[config.mk]
export PLATFORM = sky130hd
export DESIGN_NAME = tabla_axi_ctrl_slave
export DESIGN_NICKNAME = d
export VERILOG_FILES = /design/src/rtl/tabla_axi_ctrl_pkg.sv /design/src/rtl/tabla_axi_ctrl_slave.sv
export SDC_FILE = /design/constraint.sdc
export NUM_CORES = 1
export LEC_CHECK = 0
export ABC_AREA = 1
export CELL_PAD_IN_SITES_DETAIL_PLACEMENT = 2
export CELL_PAD_IN_SITES_GLOBAL_PLACEMENT = 2
export CORE_ASPECT_RATIO = 0.8
export CORE_MARGIN = 4
export CORE_UTILIZATION = 18
export DETAILED_ROUTE_END_ITERATION = 8
export GPL_TIMING_DRIVEN = 0
export HOLD_SLACK_MARGIN = 0.06
export PLACE_DENSITY = 0.84
export SLEW_MARGIN = 20
export SYNTH_ARGS = -nofsm -noshare
export SYNTH_HDL_FRONTEND = slang
export SYNTH_SLANG_ARGS = --single-unit
[constraint.sdc]
create_clock -name S_AXI_ACLK -period 5.35 [get_ports S_AXI_ACLK]
set_clock_uncertainty 0.15 [all_clocks]
set_input_delay 1.07 -clock S_AXI_ACLK [delete_from_list [all_inputs] [get_ports S_AXI_ACLK]]
set_output_delay 1.07 -clock S_AXI_ACLK [all_outputs]
set_load 0.005 [all_outputs]
[src/rtl/tabla_axi_ctrl_pkg.sv]
// rtl/tabla_axi_ctrl_pkg.sv - register map, response code and FSM encodings for the Tabla AXI-Lite control slave
package tabla_axi_ctrl_pkg;

  localparam int REG_IDX_W = 4;

  localparam logic [REG_IDX_W-1:0] REG_CTRL      = 4'd0;
  localparam logic [REG_IDX_W-1:0] REG_TX_DONE   = 4'd1;
  localparam logic [REG_IDX_W-1:0] REG_RD_DONE   = 4'd2;
  localparam logic [REG_IDX_W-1:0] REG_WR_DONE   = 4'd3;
  localparam logic [REG_IDX_W-1:0] REG_TOTAL     = 4'd4;
  localparam logic [REG_IDX_W-1:0] REG_RD_CYC    = 4'd5;
  localparam logic [REG_IDX_W-1:0] REG_PR_CYC    = 4'd6;
  localparam logic [REG_IDX_W-1:0] REG_WR_CYC    = 4'd7;
  localparam logic [REG_IDX_W-1:0] REG_PROC_DONE = 4'd8;

  localparam logic [1:0] RESP_OKAY = 2'b00;

  localparam logic [0:0] W_IDLE = 1'b0;
  localparam logic [0:0] W_RESP = 1'b1;
  localparam logic [0:0] R_IDLE = 1'b0;
  localparam logic [0:0] R_DATA = 1'b1;

endpackage

[src/rtl/tabla_axi_ctrl_slave.sv]
// rtl/tabla_axi_ctrl_slave.sv - AXI4-Lite control/status register file for the Tabla accelerator
module tabla_axi_ctrl_slave
  import tabla_axi_ctrl_pkg::*;
#(
  parameter int PERF_CNTR_WIDTH = 32,
  parameter int AXIS_DATA_WIDTH = 32,
  parameter int AXIS_ADDR_WIDTH = 6
) (
  input  logic                         S_AXI_ACLK,
  input  logic                         S_AXI_ARESET,
  output logic                         tx_req,
  output logic [AXIS_DATA_WIDTH-1:0]   ctrl_reg,
  input  logic                         tx_done,
  input  logic                         rd_done,
  input  logic                         wr_done,
  input  logic                         processing_done,
  input  logic [PERF_CNTR_WIDTH-1:0]   total_cycles,
  input  logic [PERF_CNTR_WIDTH-1:0]   rd_cycles,
  input  logic [PERF_CNTR_WIDTH-1:0]   pr_cycles,
  input  logic [PERF_CNTR_WIDTH-1:0]   wr_cycles,
  input  logic [AXIS_ADDR_WIDTH-1:0]   S_AXI_AWADDR,
  input  logic [2:0]                   S_AXI_AWPROT,
  input  logic                         S_AXI_AWVALID,
  output logic                         S_AXI_AWREADY,
  input  logic [AXIS_DATA_WIDTH-1:0]   S_AXI_WDATA,
  input  logic [AXIS_DATA_WIDTH/8-1:0] S_AXI_WSTRB,
  input  logic                         S_AXI_WVALID,
  output logic                         S_AXI_WREADY,
  output logic [1:0]                   S_AXI_BRESP,
  output logic                         S_AXI_BVALID,
  input  logic                         S_AXI_BREADY,
  input  logic [AXIS_ADDR_WIDTH-1:0]   S_AXI_ARADDR,
  input  logic [2:0]                   S_AXI_ARPROT,
  input  logic                         S_AXI_ARVALID,
  output logic                         S_AXI_ARREADY,
  output logic [AXIS_DATA_WIDTH-1:0]   S_AXI_RDATA,
  output logic [1:0]                   S_AXI_RRESP,
  output logic                         S_AXI_RVALID,
  input  logic                         S_AXI_RREADY
);

  logic                         clk;
  logic                         rst;
  logic [0:0]                   w_state;
  logic [0:0]                   r_state;
  logic                         wr_accept;
  logic                         rd_accept;
  logic [AXIS_ADDR_WIDTH-3:0]   wr_idx;
  logic [AXIS_ADDR_WIDTH-3:0]   rd_idx;
  logic [AXIS_DATA_WIDTH-1:0]   rd_mux;
  logic                         unused_ok;

  assign clk    = S_AXI_ACLK;
  assign rst    = S_AXI_ARESET;
  assign wr_idx = S_AXI_AWADDR[AXIS_ADDR_WIDTH-1:2];
  assign rd_idx = S_AXI_ARADDR[AXIS_ADDR_WIDTH-1:2];

  assign unused_ok = ^{S_AXI_AWPROT, S_AXI_ARPROT, S_AXI_AWADDR[1:0], S_AXI_ARADDR[1:0]};

  // Ready is combinational so the handshake lands in the same cycle both valids are seen;
  // gating with rst keeps it low throughout reset.
  assign wr_accept = !rst && (w_state == W_IDLE) && S_AXI_AWVALID && S_AXI_WVALID;
  assign rd_accept = !rst && (r_state == R_IDLE) && S_AXI_ARVALID;

  assign S_AXI_AWREADY = wr_accept;
  assign S_AXI_WREADY  = wr_accept;
  assign S_AXI_ARREADY = rd_accept;
  assign S_AXI_BVALID  = (w_state == W_RESP);
  assign S_AXI_RVALID  = (r_state == R_DATA);
  assign S_AXI_BRESP   = RESP_OKAY;
  assign S_AXI_RRESP   = RESP_OKAY;

  always_ff @(posedge clk or posedge rst) begin
    if (rst) begin
      w_state  <= W_IDLE;
      ctrl_reg <= '0;
      tx_req   <= 1'b0;
    end else begin
      tx_req <= wr_accept && (wr_idx == REG_CTRL) && S_AXI_WSTRB[0] && S_AXI_WDATA[0];
      case (w_state)
        W_IDLE: begin
          if (wr_accept) begin
            w_state <= W_RESP;
            if (wr_idx == REG_CTRL) begin
              for (int b = 0; b < AXIS_DATA_WIDTH/8; b++) begin
                if (S_AXI_WSTRB[b]) ctrl_reg[b*8 +: 8] <= S_AXI_WDATA[b*8 +: 8];
              end
            end
          end
        end
        default: begin
          if (S_AXI_BREADY) w_state <= W_IDLE;
        end
      endcase
    end
  end

  always_comb begin
    rd_mux = '0;
    case (rd_idx)
      REG_CTRL:      rd_mux = ctrl_reg;
      REG_TX_DONE:   rd_mux = AXIS_DATA_WIDTH'(tx_done);
      REG_RD_DONE:   rd_mux = AXIS_DATA_WIDTH'(rd_done);
      REG_WR_DONE:   rd_mux = AXIS_DATA_WIDTH'(wr_done);
      REG_TOTAL:     rd_mux = AXIS_DATA_WIDTH'(total_cycles);
      REG_RD_CYC:    rd_mux = AXIS_DATA_WIDTH'(rd_cycles);
      REG_PR_CYC:    rd_mux = AXIS_DATA_WIDTH'(pr_cycles);
      REG_WR_CYC:    rd_mux = AXIS_DATA_WIDTH'(wr_cycles);
      REG_PROC_DONE: rd_mux = AXIS_DATA_WIDTH'(processing_done);
      default:       rd_mux = '0;
    endcase
  end

  // RDATA samples ctrl_reg before any same-edge write lands, so a colliding read sees the old value.
  always_ff @(posedge clk or posedge rst) begin
    if (rst) begin
      r_state     <= R_IDLE;
      S_AXI_RDATA <= '0;
    end else begin
      case (r_state)
        R_IDLE: begin
          if (rd_accept) begin
            r_state     <= R_DATA;
            S_AXI_RDATA <= rd_mux;
          end
        end
        default: begin
          if (S_AXI_RREADY) r_state <= R_IDLE;
        end
      endcase
    end
  end

endmodule

; ---- Word level (Yosys, flattened, before mapping)
; Index checks and enable logic that the tools add are counted.
[word_totals]
ff_bits = 67
elab_cells = 41
[op_classes]
eq_ne = 8
mux = 7
bitwise = 2
n_reduce_logical = 16
[ops]
columns = op, n
row1 = case mux 32 bit (9 select lines), 1
row2 = == test 4 x 3 -> 1 bit (second input constant), 4
row3 = AND reduction 4 bit, 4
row4 = == test 4 x 2 -> 1 bit (second input constant), 2
row5 = logical AND 1 bit, 8
row6 = logical NOT 4 bit, 2
row7 = 2-to-1 mux 1 bit, 6
row8 = == test 4 x 1 -> 1 bit (second input constant), 1
row9 = == test 4 bit (second input constant), 1
row10 = inverter 1 bit, 2
row11 = AND reduction 2 bit, 1
row12 = logical NOT 1 bit, 1

; ---- Logic depth before layout (Yosys ltp)
[depth]
ltp_word = 7
depth_mapped = 10
depth_no_buf = 9

; ---- Worst setup path after synthesis
; Ideal clock, no wire load.
[synth_path]
path_kind = in2out
from = input port S_AXI_ARESET
to = output port S_AXI_ARREADY
t_arrival_ns = 2.612
required_ns = 4.130
slack_ns = 1.518
path_stages = 4
path_buffers = 1
path_cell_list = inv_2 > nand3_1 > inv_1 > buf_4
[synth_via]
elab_chain_len = 3
[synth_rtl]
columns = item, line
row1 = start: declaration, tabla_axi_ctrl_slave.sv:10  ; input logic S_AXI_ARESET,
row2 = logical NOT 1 bit (no source line), n/a
row3 = logical AND 1 bit (2 in a row), tabla_axi_ctrl_slave.sv:63  ; assign rd_accept = !rst && (r_state == R_IDLE) && S_AXI_ARVALID;
row4 = end: declaration, tabla_axi_ctrl_slave.sv:35  ; output logic S_AXI_ARREADY,
; No other way between the ends.

; ---- Final worst setup path
; Same ends and word-level chain as after synthesis.

==> flow_metrics.tcl <==
set metrics [dict create \
    cts_tree "yes" \
    cap_violations 0 \
    cts_hold_buf 0 \
    path_delay_family "buffers and inverters" \
    synthesis.area_um2 4030 \
    wl_per_cell_um 18.4 \
    crit_top_cell "clkdlybuf4s50_1" \
    critPathCaptureType "output port" \
    rsz0062_at_grt "false" \
    dr.pass1.iters 4 \
    die_area_um2 24900 \
    drt_iter0_drc 130 \
    ff_latch_area_um2 1680 \
    synthDistinctLibCells 21 \
    start_util 0.185 \
    cts_setup_buffers 0 \
    dpl.hpwl_um 17900 \
    drc 0 \
    drive_gt1_frac 0.0716 \
    clock_latency_ns 0.34 \
    grt_pass1_vias 5483 \
    area_growth_pct 80.2 \
    fin_util 0.333 \
    cts_sinks 67 \
    rows 48 \
    min_path_type "reg -> reg" \
    root_buffer "clkbuf_16" \
    layout_setup_ws_ns 0.513 \
    antenna_left 0 \
    status "finished clean" \
    fin_crit_ns 4.84 \
    crit_required_ns 4.13 \
    grt_max_degree 42 \
    start_kind "input pin" \
    syn_area_per_cell_um2 6.47 \
    drt-total-wl_um 22000 \
    grt_first_pass_wirelength_um 33100 \
    worst_pin_slew_ns 0.519 \
    setup_viol 0 \
    cts.repair.resized 0 \
    io_pins 267 \
    r2r-start "S_AXI_RVALID" \
    crit_buf_inv 5 \
    hp-start "S_AXI_RDATA[19]" \
    ys_warn_count 0 \
    path_max_fanout 29 \
    place_congestion 0.774 \
    vias 4965 \
    dpl_worst_slack_ns 0.355 \
    crit_chain "clkdlybuf4s50_1 > inv_4 > nand3_1 > inv_1 > buf_4 > clkdlybuf4s50_1" \
    antenna_found_initial 0 \
    viasPerCell 4.16 \
    port_buffers 252 \
    clk_pin_slew_ns 0.06 \
    core_area_um2 21800 \
    ir_drop_mv 0.124 \
    worstSetupPathType "in -> out" \
    placed_cell_area_um2 6970 \
    p_total_mw 1.58 \
    multi_input_area_um2 1990 \
    nFillCells 2569 \
    nets 1083 \
    ys_seq_area_frac 0.416 \
    ctsHtreeMaxLevel 3 \
    diodes 0 \
    cpPeakStageDelay_ns 0.55 \
    gr-total-overflow 0 \
    power.density_nw_per_um2 218 \
    maxSlewViolCount 0 \
    finalCritPeriodShare 0.904 \
    fp.dieW_um 175 \
    syn_inst 623 \
    timing.fmax_mhz 207 \
    ctsLongestPathBuffers 2 \
    final_area_um2 7270 \
    cts_buffers 9 \
    crit_path_start "S_AXI_ARESET" \
    finalHoldViolations 0 \
    cp_slowest_cell "clkdlybuf4s50_1" \
    die_h_um 142 \
    track_usage 0.177 \
    cp_data_arrival_time_ns 3.62 \
    synth_seq_cells 67 \
    p_leak_nw 3.62 \
    max-slew-margin-rel 0.654 \
]
routing by layer:
layer	global-route usage	vias up	routed length, um
li1	-	2393	-
met4	0.0318	0	182
met3	0.0474	15	1290
met5	0	-	0
met1	0.225	2424	9820
met2	0.305	133	10700
metrics by stage:
stage / cells / hold WS [ns] / TNS, ns
after global routing: 1194 / 0.361 / 0
after global placement: 1178 / 0.311 / -0.966
after floorplan: 626 / 0.322 / 0
final: 1194 / 0.327 / 0
after CTS: 1194 / 0.334 / 0
after detailed placement: 1179 / 0.319 / 0
report_power, final:
group	leakage, nW	internal [mW]	total [mW]	switching [mW]
clock network	0.146	0.384	0.609	0.225
registers	0.913	0.552	0.585	0.0336
logic	2.56	0.236	0.388	0.151
total	3.62	1.17	1.58	0.410
kinds of logic (layout without fill, tap and decap cells):
logic type,count (synthesis),after routing,synth area share
AND/OR/NAND/NOR,447,447,0.441
buffers and inverters,74,342,0.0928
flip-flops,67,67,0.416
AO/OA/AOI/OAI,34,34,0.0497
other,1,4,0.000930
worst reg2reg max path, delay by kind of cell, from the launching register on:
kind / cells / cell delay, ns
DFF: 1 / 0.38
and+or+nand+nor: 3 / 0.55
buffers and inverters: 3 / 0.83
synthesized netlist by cell type:
| cell | number | area (um^2) |
|---|---|---|
| buf_2 | 11 | 55.1 |
| buf_4 | 10 | 75.1 |
| buf_6 | 6 | 67.6 |
| clkbuf_1 | 3 | 11.3 |
| conb_1 | 1 | 3.75 |
| dfrtp_1 | 67 | 1680 |
| inv_1 | 39 | 146 |
| inv_2 | 5 | 18.8 |
| nand2_1 | 390 | 1460 |
| nand2_4 | 1 | 11.3 |
| nand3_1 | 6 | 30.0 |
| nand3_2 | 1 | 10.0 |
| nand3_4 | 3 | 52.6 |
| nand4_1 | 3 | 18.8 |
| nor2_1 | 37 | 139 |
| nor2_2 | 2 | 12.5 |
| nor2_4 | 3 | 33.8 |
| nor3_1 | 1 | 5.00 |
| o21ai_0 | 13 | 65.1 |
| o21ai_1 | 13 | 65.1 |
| o21ai_2 | 8 | 70.1 |
final cells by class:
class                      instances  area share
buffer                            30      0.0288
clock buffer                      13      0.0358
clock inverter                     2     0.00482
inverter                          44      0.0231
multi-input combinational        485       0.274
sequential                        67       0.231
tap                              300      0.0517
timing repair buffer             253       0.351
placed cells by master (no fill, tap or decap), types with 8 or more instances in the layout:
cell type	netlist	routed
nand2_1	390	390
clkdlybuf4s50_1	0	252
dfrtp_1	67	67
inv_1	39	39
nor2_1	37	37
o21ai_1	13	13
o21ai_0	13	13
buf_2	11	11
buf_4	10	10
clkbuf_16	0	9
o21ai_2	8	8
path summary, 6_finish.rpt:
check | slack, ns | endpoint | cells past startpoint
max reg2reg | 3.38 | S_AXI_RDATA[21] | 6
min reg2reg | 0.33 | S_AXI_RDATA[19] | 2
max | 0.51 | S_AXI_ARREADY | 6
min in group asynchronous | 0.94 | ctrl_reg[17] | 2
min | 0.33 | S_AXI_RDATA[19] | 2
max in group asynchronous | 3.55 | ctrl_reg[30] | 3
(Power assumes the default switching activity.)
